--- src/rtl/pc_sequencer.sv ---
// pc_sequencer
//   Multicycle next-PC controller. Owns the program counter, fetches one
//   instruction at a time over a req/ready handshake, precomputes the branch
//   target during DECODE and applies the control unit's branch/jump decision
//   in EXEC to load the next PC.
//
// Optional feature macro: PC_ALIGN_CHECK_EN
//   defined   : a jump-register to a non-word-aligned address sets a sticky
//               fault, keeps pc and parks the FSM in HALT until rst.
//   undefined : fault is tied 0; the target is forced to a word boundary.
//
// Ports
//   clk, rst        clock, synchronous active-high reset
//   imem_req        fetch request (high only in FETCH)
//   imem_addr       fetch address, always equal to pc
//   imem_ready      fetch accepted, imem_rdata valid this cycle
//   imem_rdata      instruction word from memory
//   instr           latched instruction
//   instr_valid     high while in EXEC
//   branch_target   registered pc+4+(sign-extended imm << 2)
//   resolve_valid   control unit decision present (honoured only in EXEC)
//   resolve_kind    00 seq, 01 cond branch, 10 jump, 11 jump-register
//   resolve_taken   branch outcome for kind 01
//   resolve_reg     rs value for kind 11
//   pc              current program counter
//   fault           sticky misaligned jump-register fault
module pc_sequencer #(
   parameter logic [31:0] RESET_PC = 32'h0000_0000
) (
   input  logic        clk,
   input  logic        rst,
   output logic        imem_req,
   output logic [31:0] imem_addr,
   input  logic        imem_ready,
   input  logic [31:0] imem_rdata,
   output logic [31:0] instr,
   output logic        instr_valid,
   output logic [31:0] branch_target,
   input  logic        resolve_valid,
   input  logic [1:0]  resolve_kind,
   input  logic        resolve_taken,
   input  logic [31:0] resolve_reg,
   output logic [31:0] pc,
   output logic        fault
);

   typedef enum logic [2:0] {
      IDLE   = 3'd0,
      FETCH  = 3'd1,
      DECODE = 3'd2,
      EXEC   = 3'd3,
      HALT   = 3'd4
   } state_t;

   state_t      state_reg;
   logic [31:0] pc_reg;
   logic [31:0] pc_plus4_reg;
   logic [31:0] instr_reg;
   logic [31:0] branch_target_reg;
   logic        imem_req_reg;
   logic        instr_valid_reg;

   logic [31:0] branch_offset;
   logic [31:0] jump_target;
   logic [31:0] resolved_pc;
   logic        resolve_fault;

   // Word offset: sign-extend the 16-bit immediate and scale by 4.
   assign branch_offset = {{14{instr_reg[15]}}, instr_reg[15:0], 2'b00};
   // Region-relative jump: top nibble comes from the sequential PC.
   assign jump_target   = {pc_plus4_reg[31:28], instr_reg[25:0], 2'b00};

   // Next PC selected by the control unit's resolution (used only in EXEC,
   // where pc_plus4_reg already holds pc+4).
   always_comb begin
      resolved_pc   = pc_plus4_reg;
      resolve_fault = 1'b0;
      unique case (resolve_kind)
         2'b00: resolved_pc = pc_plus4_reg;
         2'b01: resolved_pc = resolve_taken ? branch_target_reg : pc_plus4_reg;
         2'b10: resolved_pc = jump_target;
         2'b11: begin
            resolved_pc = {resolve_reg[31:2], 2'b00};
`ifdef PC_ALIGN_CHECK_EN
            resolve_fault = (resolve_reg[1:0] != 2'b00);
`endif
         end
         default: resolved_pc = pc_plus4_reg;
      endcase
   end

`ifdef PC_ALIGN_CHECK_EN
   logic fault_reg;
   assign fault = fault_reg;
`else
   // Low address bits are simply dropped when alignment checking is off.
   logic unused_align_bits;
   assign unused_align_bits = &{1'b0, resolve_reg[1:0], resolve_fault};
   assign fault = 1'b0;
`endif

   always_ff @(posedge clk) begin
      if (rst) begin
         state_reg         <= IDLE;
         pc_reg            <= RESET_PC;
         pc_plus4_reg      <= 32'd0;
         instr_reg         <= 32'd0;
         branch_target_reg <= 32'd0;
         imem_req_reg      <= 1'b0;
         instr_valid_reg   <= 1'b0;
`ifdef PC_ALIGN_CHECK_EN
         fault_reg         <= 1'b0;
`endif
      end else begin
         unique case (state_reg)
            IDLE: begin
               state_reg    <= FETCH;
               imem_req_reg <= 1'b1;
            end
            FETCH: begin
               // Address is pc_reg, which cannot change here, so it stays
               // stable for the whole stall.
               if (imem_ready) begin
                  instr_reg    <= imem_rdata;
                  imem_req_reg <= 1'b0;
                  state_reg    <= DECODE;
               end
            end
            DECODE: begin
               pc_plus4_reg      <= pc_reg + 32'd4;
               branch_target_reg <= pc_reg + 32'd4 + branch_offset;
               instr_valid_reg   <= 1'b1;
               state_reg         <= EXEC;
            end
            EXEC: begin
               if (resolve_valid) begin
                  instr_valid_reg <= 1'b0;
                  if (resolve_fault) begin
                     // pc keeps the faulting instruction's address.
`ifdef PC_ALIGN_CHECK_EN
                     fault_reg <= 1'b1;
`endif
                     state_reg <= HALT;
                  end else begin
                     pc_reg       <= resolved_pc;
                     imem_req_reg <= 1'b1;
                     state_reg    <= FETCH;
                  end
               end
            end
            HALT: begin
               state_reg <= HALT;
            end
            default: begin
               state_reg       <= IDLE;
               imem_req_reg    <= 1'b0;
               instr_valid_reg <= 1'b0;
            end
         endcase
      end
   end

   assign imem_req      = imem_req_reg;
   assign imem_addr     = pc_reg;
   assign pc            = pc_reg;
   assign instr         = instr_reg;
   assign instr_valid   = instr_valid_reg;
   assign branch_target = branch_target_reg;

endmodule
--- config.mk ---
export PLATFORM = sky130hd
export DESIGN_NAME = pc_sequencer
export DESIGN_NICKNAME = d
export VERILOG_FILES = /design/src/rtl/pc_sequencer.sv
export SDC_FILE = /design/constraint.sdc
export NUM_CORES = 1
export LEC_CHECK = 0
export CAP_MARGIN = 10
export CORE_MARGIN = 5
export CORE_UTILIZATION = 50
export CTS_CLUSTER_SIZE = 10
export DETAILED_ROUTE_END_ITERATION = 12
export PLACE_DENSITY = 0.82
export SLEW_MARGIN = 10
export SYNTH_ARGS = -nofsm -noshare
export SYNTH_HDL_FRONTEND = slang
export SYNTH_SLANG_ARGS = --single-unit
--- constraint.sdc ---
create_clock -name clk -period 4.4 [get_ports clk]
set_input_delay 0.66 -clock clk [delete_from_list [all_inputs] [get_ports clk]]
set_output_delay 0.66 -clock clk [all_outputs]
set_load 0.005 [all_outputs]
After elaboration in Yosys (flattened, before gate mapping)
Cells that the tools add are included.

Add/sub/neg operators: 2. $mul: 0. Div/mod/pow operators: 0. Order comparisons: 0. Equality and inequality tests: 9. Shift-type cells: 0. Muxes and demuxes: 10. Bitwise operators: 2. Reduce and logical (&&, ||, !) cells: 9.

Operator list (number): $pmux W32 S4 (1); $add A32 B3 Y32 const B (1); $add A32 B32 Y32 (1); $mux W32 (1); $pmux W3 S5 (1); $reduce_and A2 Y1 (4); $eq A3 B2 Y1 const B (2); $mux W3 (2); $eq A2 B2 Y1 const B (2); $ne A2 B2 Y1 const B (2); $pmux W1 S4 (1); $eq A3 B1 Y1 const B (1); $eq A3 B3 Y1 const B (1); $logic_not A3 Y1 (1); $mux W1 (3); $pmux W1 S3 (1); $reduce_and A3 Y1 (1); $reduce_or A3 Y1 (1); $eq A2 B1 Y1 const B (1); $logic_not A2 Y1 (1); $not A1 Y1 (2); $reduce_or A2 Y1 (1).

Register bits after elaboration: 133. Bits in latches: 0. RAM bits: 0. Bits in read-only memories: 0. Bits of input ports: 71. Output and inout port bits: 131. Word-level logic and storage cells: 39. Memories: 0.

Longest topological paths before layout
Gate-level depths: netlist of the first run.

Word-level depth: 4. Depth in mapped cells: 16. Mapped depth without buffers: 16.

Worst setup path before layout of the first run
OpenSTA, ideal clock, no wires.

Path type: register to register. Start point: reg pc_reg[4], in the netlist imem_addr[4]. End point: reg branch_target_reg[29], in the netlist branch_target[29]. Library setup time: 0.117 ns. Data arrival time: 3.561 ns. Data required time: 4.283 ns. Path slack: 0.722 ns. Stages on the path, launching flop included: 17. Buffers on the path: 0. Period minus slack after synthesis: 3.678 ns. Cell sequence: dfxtp_1 > and4_4 > and2_1 > and3_1 > nand2_1 > nor2_1 > xor2_1 > ha_1 > o21ai_0 > nor2_1 > o31a_1 > or3_1 > o31ai_1 > a31o_2 > o21ai_1 > xnor2_1 > a22o_1.

Word-level cells in the longest chain between the ends: 2.

RTL lines: start: declaration (RTL line 56) `logic [31:0] pc_reg;`; start signal: assignment (RTL line 145) `pc_reg <= resolved_pc;`; $add A32 B3 Y32 (RTL line 131) `branch_target_reg <= pc_reg + 32'd4 + branch_offset;`; $add A32 B32 Y32 (RTL line 131); end signal: assignment (RTL line 131); end: declaration (RTL line 59) `logic [31:0] branch_target_reg;`.

Every way passes these cells. A chain may end at the register's enable or synchronous reset.

Final worst setup path of the first run
Start point: reg pc_reg[6], in the netlist imem_addr[6]. End point: reg branch_target_reg[29], in the netlist branch_target[29].

Same word-level chain as after synthesis.

==> results of run 1 <==
[cell usage after synthesis, types with 10 or more instances]
master,n
ha_1,33
inv_1,10
xor2_1,17
mux2i_1,28
buf_4,35
nand2_1,140
nor2_1,127
nand3_1,21
dfxtp_1,131
a211oi_1,57
o21ai_1,10
nor3_1,39
a21o_1,13
xnor2_1,31
and3_1,39
a21oi_1,117
clkbuf_1,58
[power by group]
part	leakage, nW	switching, mW	internal, mW
Clock	0.288	0.503	0.896
Combinational	2.73	0.190	0.174
Sequential	1.06	0.0367	1.23
Total	4.08	0.730	2.30
[tightest hold or removal path, cell delays in order, from the launching register on]
cell	delay (ns)
dfxtp_1	0.30
nand2_1	0.05
a21oi_1	0.05
[routing by layer]
metal  vias up  track usage  share of wire
li1       3797            -              -
met1      3659       0.3151           0.43
met2       229       0.4374           0.49
met3        44      0.04801          0.050
met4         0      0.09729          0.026
met5         -            0              0
[cells by family (layout without fill, tap and decap cells)]
kind of cell | Yosys count | count (layout) | share of synthesized area
and+or+nand+nor | 410 | 410 | 0.2428
adders and majority gates | 34 | 34 | 0.05598
muxes | 28 | 28 | 0.03624
AOI/OAI and AO/OA | 251 | 251 | 0.2008
buffers and inverters | 109 | 253 | 0.07022
DFF | 131 | 131 | 0.3391
other | 1 | 1 | 0.0004849
xor gates and xnor gates | 48 | 48 | 0.05436
[path summary, 6_finish.rpt]
kind         slack [ns]                              to  depth (start not counted)                       from
max                0.30  branch_target[29]$_SDFFE_PP0P_                         16  imem_addr[6]$_SDFFE_PP0P_
min                0.45          instr[28]$_SDFFE_PP0P_                          2     instr[28]$_SDFFE_PP0P_
max reg2reg        0.30  branch_target[29]$_SDFFE_PP0P_                         16  imem_addr[6]$_SDFFE_PP0P_
min reg2reg        0.45          instr[28]$_SDFFE_PP0P_                          2     instr[28]$_SDFFE_PP0P_
[area by class of cell]
type,instances,area (µm²),share of cell area
Multi-Input combinational cell,772,4579,0.4515
Inverter,10,37.54,0.003701
Tap cell,188,235.2,0.02319
Timing Repair Buffer,214,2090,0.2060
Sequential cell,131,2624,0.2587
Clock inverter,5,75.07,0.007402
Clock buffer,24,501.7,0.04947
[through the flow]
stage,setup WS (ns),cells,utilization,total power [mW],area (µm²)
2_1_floorplan,0.7218,1012,-,1.483,7734
3_3_place_gp,0.3032,1315,0.6288,1.643,9559
3_5_place_dp,0.2064,1315,0.6288,1.649,9559
4_1_cts,0.1878,1344,0.6667,3.038,10140
5_1_grt,0.02740,1344,0.6672,3.131,10140
6_report,0.3001,1344,0.6672,3.027,10140
[repair_timing]
item / in CTS / in global routing
gates resized for setup: 0 / 2
endpoints found under the setup margin: 0 / 3
endpoints found under the hold margin: 0 / 0
==> summary.md, run 1 <==
The logs give 0 for the number of violations of the max-capacitance limit and 1,012 for the count of mapped cells out of synthesis. The count of H-tree levels built during CTS is 4, and the static leakage power is 4.085 nW. Dividing the detail-routed wire length by the instance count gives 17.24 µm. For the last weighted congestion value of the routability-driven placer, the log shows 0.8930.

The clock transition time at the flip-flop clock pins of the worst setup and hold paths is 0.06 ns, and the post-detailed-routing wire length is 23,170 µm. Path type of the worst min-delay path: reg2reg. The share of synthesized registers carrying an async set or reset was 0. Setup repair after global routing left no endpoint under its margin. After the last flow step, the layout net total stands at 1,251. 202 I/O pins were placed. In this run the cell area of the synthesized design comes to 7734 µm². Before antenna repair, the detailed router went through 5 iterations. The number of enable-type register cells in the synthesized netlist was 0. After detailed routing, the number of vias per cell comes to 5.751.

The logs give 0.007137 ns for the setup clock skew after layout and 4.72 ns for the endpoint required time on the critical path. Yosys printed 0 warnings. The clock passes through at most 2 buffers. The number of nets in the synthesized netlist is 1,117, and the final hold slack is 0.4541 ns. Counting I/O delays and the setup requirement, the final critical path takes 4.100 ns. In this design, the critical path's most frequently occurring cell is nor2_1. The path type of the worst setup path was reg2reg. The delay contributed by the slowest stage of the critical path was 0.43 ns; the starting density of the core was 0.5087. The total routing resource utilization after global routing was 0.2542. The worst setup path is launched from a flip-flop.

Actual transition at the worst max-transition pin: 1.176 ns. The initialized floorplan defines 45 standard-cell rows. For this design, the sink count on the clock tree is 131. The buffers inserted during post-CTS setup optimization is 0, and the distinct cell type count after synthesis is 52. In this run the worst path has a maximum fanout of 8. Largest net degree at the start of global routing: 85. Leading cell type in the layout, fill and taps excluded: clkdlybuf4s50_1.

The initial antenna violation count is 0. The area growth from synthesis to layout is 31.14%. The global-route wire length before repair is 37,430 µm, and the number of buffers and inverters on the critical path is 0.

Averaged over all synthesized cells, the footprint is 7.642 µm². Leaving out fill and tap cells, the most frequent cells in the layout are clkdlybuf4s50_1 (195), nand2_1 (139), dfxtp_1 (130). The share of final-layout standard cells stronger than drive strength 1 works out to 0.04844.

Sequential area share after synthesis: 0.3391. In this run the vertical extent of the chip is 134.4 µm. The final cycle utilization of the critical path came out at 0.9318. The number of hold buffers added after CTS was 0. The number of nets with antenna violations after routing was 0. In this run the power density over the cells is 298.5 nW/µm². The logs give 0.2139 for the relative slew slack and 0 for the count of unresolved DRC violations after routing. Fill cells in the final layout number 1,286.

Slowest cell on the critical path: dfxtp_1. The repair_antennas step left the layout with diodes totalling 0. The critical path goes through and4_4 > and2_1 > and3_1 > nand2_1 > nor2_1 > xor2_1 > ha_1 > o21ai_0 > nor2_1 > o31a_1 > or3_1 > o31ai_2 > a31o_2 > o21ai_1 > xnor2_1 > a22o_1.

The tools report the root buffer selected by CTS as clkbuf_16. The tools report the routed via count as 7,729. TritonCTS built the clock tree. By area the synthesized netlist is led by dfxtp_1 (34%), a21oi_1 (7.6%), nand2_1 (6.8%). The tools report the placed wire-length estimate as 16,300 µm. The run finished with clean final reports.

The fraction of post-synthesis cell area in the top cell type by area is 0.3391, and the DRC marker count from the first detailed-route iteration is 592. The cell family contributing the most delay on the critical path is simple AND/OR/NAND/NOR gates. For the total congestion overflow, the log shows 0. Via count of the first global-routing pass: 7,397. The area of the placeable core is 15,200 µm². At the later pin of the worst-skew pair, clock insertion delay measures 0.43 ns. The flip-flop and latch count after synthesis works out to 131. The setup TNS after final layout was 0 ns; the count of port buffers added during placement was 198. Setup violations remaining at the end of the flow were counted as 0. STA puts the critical path data arrival time at 4.42 ns. The biggest area contributor in the post-synthesis netlist is dfxtp_1.

Total count of hold-check failures in the final report: 0. Measured along the x axis, the die boundary spans 134.4 µm. The count of pins over their slew limit is 0, and the top achievable clock speed is 0.2439 GHz. IR analysis of the VDD net gives a maximum drop of 0.2654 mV. The floorplan die area was 18,050 µm². Buffers inserted during clock tree synthesis total 17.

The dominant register cell in the synthesized netlist was dfxtp_1. The endpoint class of the critical path is a flip-flop.
No activity file was read; power rests on OpenSTA's default activity.
==> run 2, diff against run 1 <==
CORE_MARGIN = unset   (was 5)
==> run 2 against run 1 <==
Effect of this change:
- combinational power barely moved
- first-iteration DRC count shrank 12%
- maximum frequency shrank 0.62%
- final area up 0.46%
- register-to-register slack got worse by 0.03 ns
- clock skew about the same
- sequential share of layout area decreased by 0.13 points
- global-route usage rose by 3.8 points
- critical path depth unchanged
- via count rose by 1.3%
- critical endpoint unchanged
==> summary.md, run 2 (synthesis results as in run 1) <==
For the data arrival time at the worst-slack endpoint, the log shows 4.44 ns (+0.02 ns). The later-pin clock latency in the skew report was 0.42 ns (about the same). The cell area power density came out at 309.8 nW/µm² (+3.8%). The total routing resource utilization after global routing is 0.2917 (+0.03759). The share of final-layout standard cells stronger than drive strength 1 was 0.04754 (-0.0009062). The count of port buffers added during placement was 198 (unchanged). The tree is rooted in a clkbuf_16. The worst setup path is captured at a flip-flop.

The flow ran to the end, and the final reports show no timing, DRC or antenna violations. The clock transition time at the flip-flop clock pins of the worst setup and hold paths came out at 0.06 ns (about the same). The library cell used most frequently in the layout, excluding fill and tap cells, is clkdlybuf4s50_1.

The overall power consumption is 3.156 mW (+4.3%). The path class of the tightest hold or removal check is reg2reg. The cell that appears most often on the critical path is nor2_1. The largest fanout of any net on the critical path works out to 8 (unchanged). The tools report the number of antenna repair diodes as 0 (unchanged).

The die extent in y came out at 126.4 µm (-6.0%). The worst setup path is of the reg2reg kind. I/O pin count: 202 (unchanged).

The final number of setup-violating endpoints was 0 (unchanged). TritonCTS built the clock tree. Clock period minus final worst setup slack: 4.126 ns (+0.02565 ns).

Setup repair after global routing left no endpoint under its margin. The starting density of the core was 0.5106 (+0.001891); the worst reg2reg path depth was 16 (unchanged). The logs give 0.4510 ns (-0.003094 ns) for the final hold slack and 45 (unchanged) for the number of core rows. The count of unresolved DRC violations after routing is 0 (unchanged), and the total CTS buffers is 17 (unchanged).

The actual transition at the worst max-transition pin was 1.204 ns (+0.02805 ns); the via count of the first global-routing pass was 7,245 (-2.1%). The logs give 1,249 (-0.16%) for the number of nets in the layout and 22,950 µm (-0.94%) for the post-detailed-routing wire length. The final cycle utilization of the critical path is 0.9376 (+0.005830).

The count of pins over their slew limit was 0 (unchanged). The per-cell routed wire length came out at 17.07 µm (-1.0%). The die boundary width came out at 126.4 µm (-6.0%). The count of H-tree levels built during CTS is 4 (unchanged). The total number of clock tree sinks was 131 (unchanged); the floorplan die area was 15,970 µm² (-12%). The setup TNS after final layout came out at 0 ns (unchanged). The internal reg-to-reg setup slack is 0.27 ns (-0.03 ns), and the delay contributed by the slowest stage of the critical path is 0.45 ns (+0.02 ns). Number of violations of the max-capacitance limit: 0 (unchanged). The placed wire-length estimate came out at 15,610 µm (-4.2%).

The largest net degree at the start of global routing was 68 (-20%); the final non-filler cell total was 1,345 (+0.074%). The run gives 1,313 (-0.15%) as the number of instances in the placed design. The top achievable clock speed was 0.2424 GHz (-0.62%). For the number of filler cells placed in the layout, the log shows 1,307 (+1.6%). The routed via count is 7,829 (+1.3%), and the global-route wire length before repair is 37,180 µm (-0.68%). The total count of hold-check failures in the final report was 0 (unchanged); the static leakage power was 4.100 nW (+0.37%).

Endpoint required time on the critical path: 4.71 ns (about the same). The relative slew slack was 0.1951 (-0.01874); the via-per-instance ratio was 5.821 (+1.2%). The number of nets with antenna violations after routing came out at 0 (unchanged). The post-layout utilization of the core is 0.6727 (+0.005537), and the DRC marker count from the first detailed-route iteration is 522 (-12%). The tools report the initial antenna violation count as 0 (unchanged). The buffers inserted during post-CTS setup optimization was 0 (unchanged); the total congestion overflow was 0 (unchanged). The cell count of the worst hold path was 2 (unchanged); the total iterations of the first detailed-routing run was 5 (unchanged). Area of the placeable core: 15,150 µm² (-0.37%). The run gives 2 (unchanged) as the maximum clock insertion buffer count. Walking the worst path, the cells encountered are and4_4 > and2_1 > and3_1 > nand2_1 > nor2_1 > xor2_1 > ha_1 > o21ai_0 > nor2_1 > o31a_1 > or3_1 > o31ai_2 > a31o_2 > o21ai_1 > xnor2_1 > a22o_1. The slowest cell on the critical path is dfxtp_1.

The top cell types in the final layout, fill and taps aside, are clkdlybuf4s50_1 (195), nand2_1 (139), dfxtp_1 (131). The last weighted congestion value of the routability-driven placer was 0.9377 (+5.0%); the area overhead of the layout relative to synthesis was 31.74%. The launching element type of the critical path is a flip-flop. The worst IR drop on VDD came out at 0.2563 mV (-3.5%).

The tools report the setup clock skew after layout as 0.007133 ns (-0.000004080 ns).
-- run 2: report_power, final --
part | leakage, nW | switching (mW) | internal (mW)
Sequential | 1.06 | 0.0384 | 1.23
Clock | 0.314 | 0.518 | 1.01
Combinational | 2.72 | 0.191 | 0.174
-- run 2: area by class of cell --
type | count | area (µm²) | area share
sequential | 131 | 2623 | 0.2574
multi-input combinational | 772 | 4579 | 0.4495
clock inverter | 8 | 147.6 | 0.01449
tap | 188 | 235.2 | 0.02309
timing repair buffer | 212 | 2074 | 0.2036
inverter | 10 | 37.54 | 0.003684
clock buffer | 24 | 491.7 | 0.04826
-- run 2: final timing paths --
| path | startpoint | endpoint |
|---|---|---|
| worst max-delay path | imem_addr[5]$_SDFFE_PP0P_ | branch_target[29]$_SDFFE_PP0P_ |
| worst min-delay path | instr[30]$_SDFFE_PP0P_ | instr[30]$_SDFFE_PP0P_ |
| worst max register to register | imem_addr[5]$_SDFFE_PP0P_ | branch_target[29]$_SDFFE_PP0P_ |
| worst min register to register | instr[30]$_SDFFE_PP0P_ | instr[30]$_SDFFE_PP0P_ |
-- run 2: per-stage QoR --
step	setup WS (ns)	cell area, µm²
2_1_floorplan	0.7218	7734
6_report	0.2745	10190
4_1_cts	0.2471	10180
3_3_place_gp	0.3034	9544
3_5_place_dp	0.2555	9544
5_1_grt	0.08032	10190
-- run 2: timing repair --
action / 4_1_cts / 5_1_grt
hold buffers: 0 / 0
setup endpoints to repair: 0 / 1
gates resized for setup: 0 / 1
-- run 2: per-layer routing --
metal | routed length [µm] | global-route usage
met1 | 9939 | 0.3651
met5 | 0 | 0
met2 | 11050 | 0.4888
met4 | 616 | 0.1254
met3 | 1351 | 0.05778
-- run 2: worst max-delay path: cells and delay by family (launching register included) --
| family | cells | cell delay, ns |
|---|---|---|
| compound gates | 6 | 1.31 |
| xor+xnor | 2 | 0.33 |
| simple gates | 7 | 1.58 |
| flops | 1 | 0.45 |
| fa+ha+maj | 1 | 0.34 |
==> run 3, diff against run 2 <==
CTS_BUF_LIST = sky130_fd_sc_hd__clkbuf_16   (was unset)
==> run 3 against run 2 <==
Effect of this change:
- clock power is 5% lower
- cell count unchanged
- register-to-register slack got worse by 0.02 ns
- via count barely moved
- maximum frequency down 0.38%
- combinational power is essentially flat
- largest cell class unchanged
- largest power group unchanged
==> summary.md, run 3 (synthesis results as in run 1) <==
The signal on the critical path passes through and4_4 > and2_1 > and3_1 > nand2_1 > nor2_1 > xor2_1 > ha_1 > o21ai_0 > nor2_1 > o31a_1 > or3_1 > o31ai_2 > a31o_2 > o21ai_1 > xnor2_1 > a22o_1. The via count of the first global-routing pass was 7,233 (-0.17%). The overall power consumption is 3.084 mW (-2.3%), and the post-detailed-routing wire length is 23,010 µm (+0.24%). The last weighted congestion value of the routability-driven placer is 0.9377 (unchanged). The tools report the setup TNS after final layout as 0 ns (unchanged). Slowest cell on the critical path: dfxtp_1.

The worst hold path begins at instr[30]$_SDFFE_PP0P_. The cell area power density came out at 303.9 nW/µm² (-1.9%). The count of H-tree levels built during CTS was 4 (unchanged); the delay contributed by the slowest stage of the critical path was 0.45 ns (about the same).

The tools report the I/O pin count as 202 (unchanged). The per-cell routed wire length works out to 17.11 µm (+0.24%). Startpoint of the worst-slack reg-to-reg timing path: imem_addr[5]$_SDFFE_PP0P_. The number of violations of the max-capacitance limit is 0 (unchanged). The worst setup slack before clock tree synthesis is 0.2555 ns (unchanged), and the total number of clock tree sinks is 131 (unchanged).

Placed wire-length estimate: 15,610 µm (unchanged). The number of core rows came out at 45 (unchanged). The worst IR drop on VDD was 0.2602 mV (+1.5%); the count of unresolved DRC violations after routing was 0 (unchanged).

The floorplan die area is 15,970 µm² (unchanged). For the number of nets with antenna violations after routing, the log shows 0 (unchanged). For the global-route wire length before repair, the log shows 37,190 µm (about the same). The total CTS buffers was 17 (unchanged). STA classifies the critical path startpoint as a flip-flop. The count of port buffers added during placement is 198 (unchanged). For the count of pins over their slew limit, the log shows 0 (unchanged). The die extent in y was 126.4 µm (unchanged); the number of filler cells placed in the layout was 1,308 (+0.077%). Cell count of the worst hold path: 2 (unchanged). The tools report the number of nets in the layout as 1,249 (unchanged). The root buffer cell chosen for the clock tree is clkbuf_16. Post-layout worst setup margin: 0.2586 ns (-0.01587 ns). The critical path in this run is classified as reg2reg. TritonCTS built the clock tree. The largest net degree at the start of global routing is 68 (unchanged), and the largest fanout of any net on the critical path is 8 (unchanged). Leaving out fill and tap cells, the most frequent cells in the layout are clkdlybuf4s50_1 (195), nand2_1 (139), dfxtp_1 (131). The area overhead of the layout relative to synthesis is 31.22%, and the worst reg2reg path depth is 16 (unchanged). The initial antenna violation count was 0 (unchanged). The path type of the worst min-delay path was reg2reg. The endpoint required time on the critical path came out at 4.71 ns (about the same).

The tools report the DRC marker count from the first detailed-route iteration as 499 (-4.4%). In this run the critical register-to-register path is captured at branch_target[29]$_SDFFE_PP0P_. The setup clock skew after layout was 0.006138 ns (-0.0009952 ns); the combined area of the multi-input logic cells was 4579 µm² (unchanged). The share of final-layout standard cells stronger than drive strength 1 is 0.04408 (-0.003457), and the relative slew slack is 0.2128 (+0.01766).

The total iterations of the first detailed-routing run was 5 (unchanged). The logs give 0.2922 (+0.0004826) for the total routing resource utilization after global routing and 0 (unchanged) for the total congestion overflow. The die boundary width is 126.4 µm (unchanged).

The worst-case hold path end point was instr[30]$_SDFFE_PP0P_. The via-per-instance ratio came out at 5.825 (about the same). The maximum clock insertion buffer count is 2 (unchanged). For the sequential cell area, the log shows 2623 µm² (unchanged). Setup repair after global routing left no endpoint under its margin. The later-pin clock latency in the skew report is 0.42 ns (about the same), and the starting density of the core is 0.5106 (unchanged).

Actual transition at the worst max-transition pin: 1.178 ns (-0.02642 ns). Leaving out fill and tap cells, the most frequent cell in the layout is clkdlybuf4s50_1. The library cell appearing most often on the critical path was nor2_1.

Data arrival time at the worst-slack endpoint: 4.46 ns (+0.02 ns). The tools report the static leakage power as 4.090 nW (-0.25%). The clock period minus final worst setup slack is 4.141 ns (+0.01587 ns). The area of the placeable core was 15,150 µm² (unchanged); the final cycle utilization of the critical path was 0.9412 (+0.003606).

The clock transition time at the flip-flop clock pins of the worst setup and hold paths was 0.06 ns (about the same); the routed via count was 7,834 (+0.064%). The tools report the final number of setup-violating endpoints as 0 (unchanged). The tools report the internal reg-to-reg setup slack as 0.26 ns (-0.02 ns).

The flow ran to the end, and the final reports show no timing, DRC or antenna violations. The tools report the number of antenna repair diodes as 0 (unchanged). The endpoint class of the critical path was a flip-flop.

The total count of hold-check failures in the final report was 0 (unchanged). The run gives 0 (unchanged) as the hold buffer count at cts. The top achievable clock speed came out at 0.2415 GHz (-0.38%).
## run 3: cell types whose count changed in the layout (fill, tap and decap cells not counted), sizes merged
cell	previous run	this run
clkinv	4	8
inv	10	13
clkbuf	24	17
## run 3: routing by layer
layer	track usage	wire, µm	part of all wire
met5	0	0	0
met3	0.05820	1324	0.058
met2	0.4914	11130	0.48
met4	0.1254	671	0.029
met1	0.3641	9881	0.43
## run 3: worst max path at each step
stage / start / cells past startpoint / slack, ns / end
2_1_floorplan: imem_addr[4]$_SDFFE_PP0P_ / 16 / 0.72 / branch_target[29]$_SDFFE_PP0P_
3_3_place_gp: imem_addr[5]$_SDFFE_PP0P_ / 16 / 0.30 / branch_target[29]$_SDFFE_PP0P_
3_5_place_dp: imem_addr[5]$_SDFFE_PP0P_ / 16 / 0.26 / branch_target[29]$_SDFFE_PP0P_
4_1_cts: imem_addr[5]$_SDFFE_PP0P_ / 16 / 0.25 / branch_target[29]$_SDFFE_PP0P_
5_1_grt: imem_addr[5]$_SDFFE_PP0P_ / 16 / 0.08 / branch_target[29]$_SDFFE_PP0P_
6_report: imem_addr[5]$_SDFFE_PP0P_ / 16 / 0.26 / branch_target[29]$_SDFFE_PP0P_
## run 3: cell type report
class,count,area share
flip-flops and latches,131,0.2584
repair buffers,212,0.2044
clock inverters,15,0.01714
inverters,10,0.003699
clock buffers,17,0.04192
multi-input cells,772,0.4512
well taps,188,0.02318
## run 3: what timing repair did
action                                  CTS  global route
endpoints found under the setup margin    0             1
gates resized for setup                   0             1
setup buffers                             0             0
## run 3: through the flow
step                hold WS (ns)    util  cell area (µm²)  instances
floorplan                 0.4372       -             7734       1012
global placement          0.4411  0.6302             9544       1313
detailed placement        0.4466  0.6302             9544       1313
CTS                       0.4545  0.6697            10140       1345
global route              0.4762  0.6701            10150       1345
finish                    0.4510  0.6701            10150       1345
## run 3: power breakdown
group | leakage [nW] | internal [mW] | total, mW | switching [mW]
Combinational | 2.72 | 0.174 | 0.365 | 0.191
Clock | 0.304 | 0.931 | 1.45 | 0.522
Sequential | 1.06 | 1.23 | 1.27 | 0.0383
Total | 4.09 | 2.33 | 3.08 | 0.752
## run 3: critical path, delay by kind of cell, from the launching register on
family / cells / cell delay [ns]
AOI/OAI and AO/OA: 6 / 1.32
xor gates and xnor gates: 2 / 0.33
adders and majority gates: 1 / 0.34
DFF: 1 / 0.45
and+or+nand+nor: 7 / 1.60
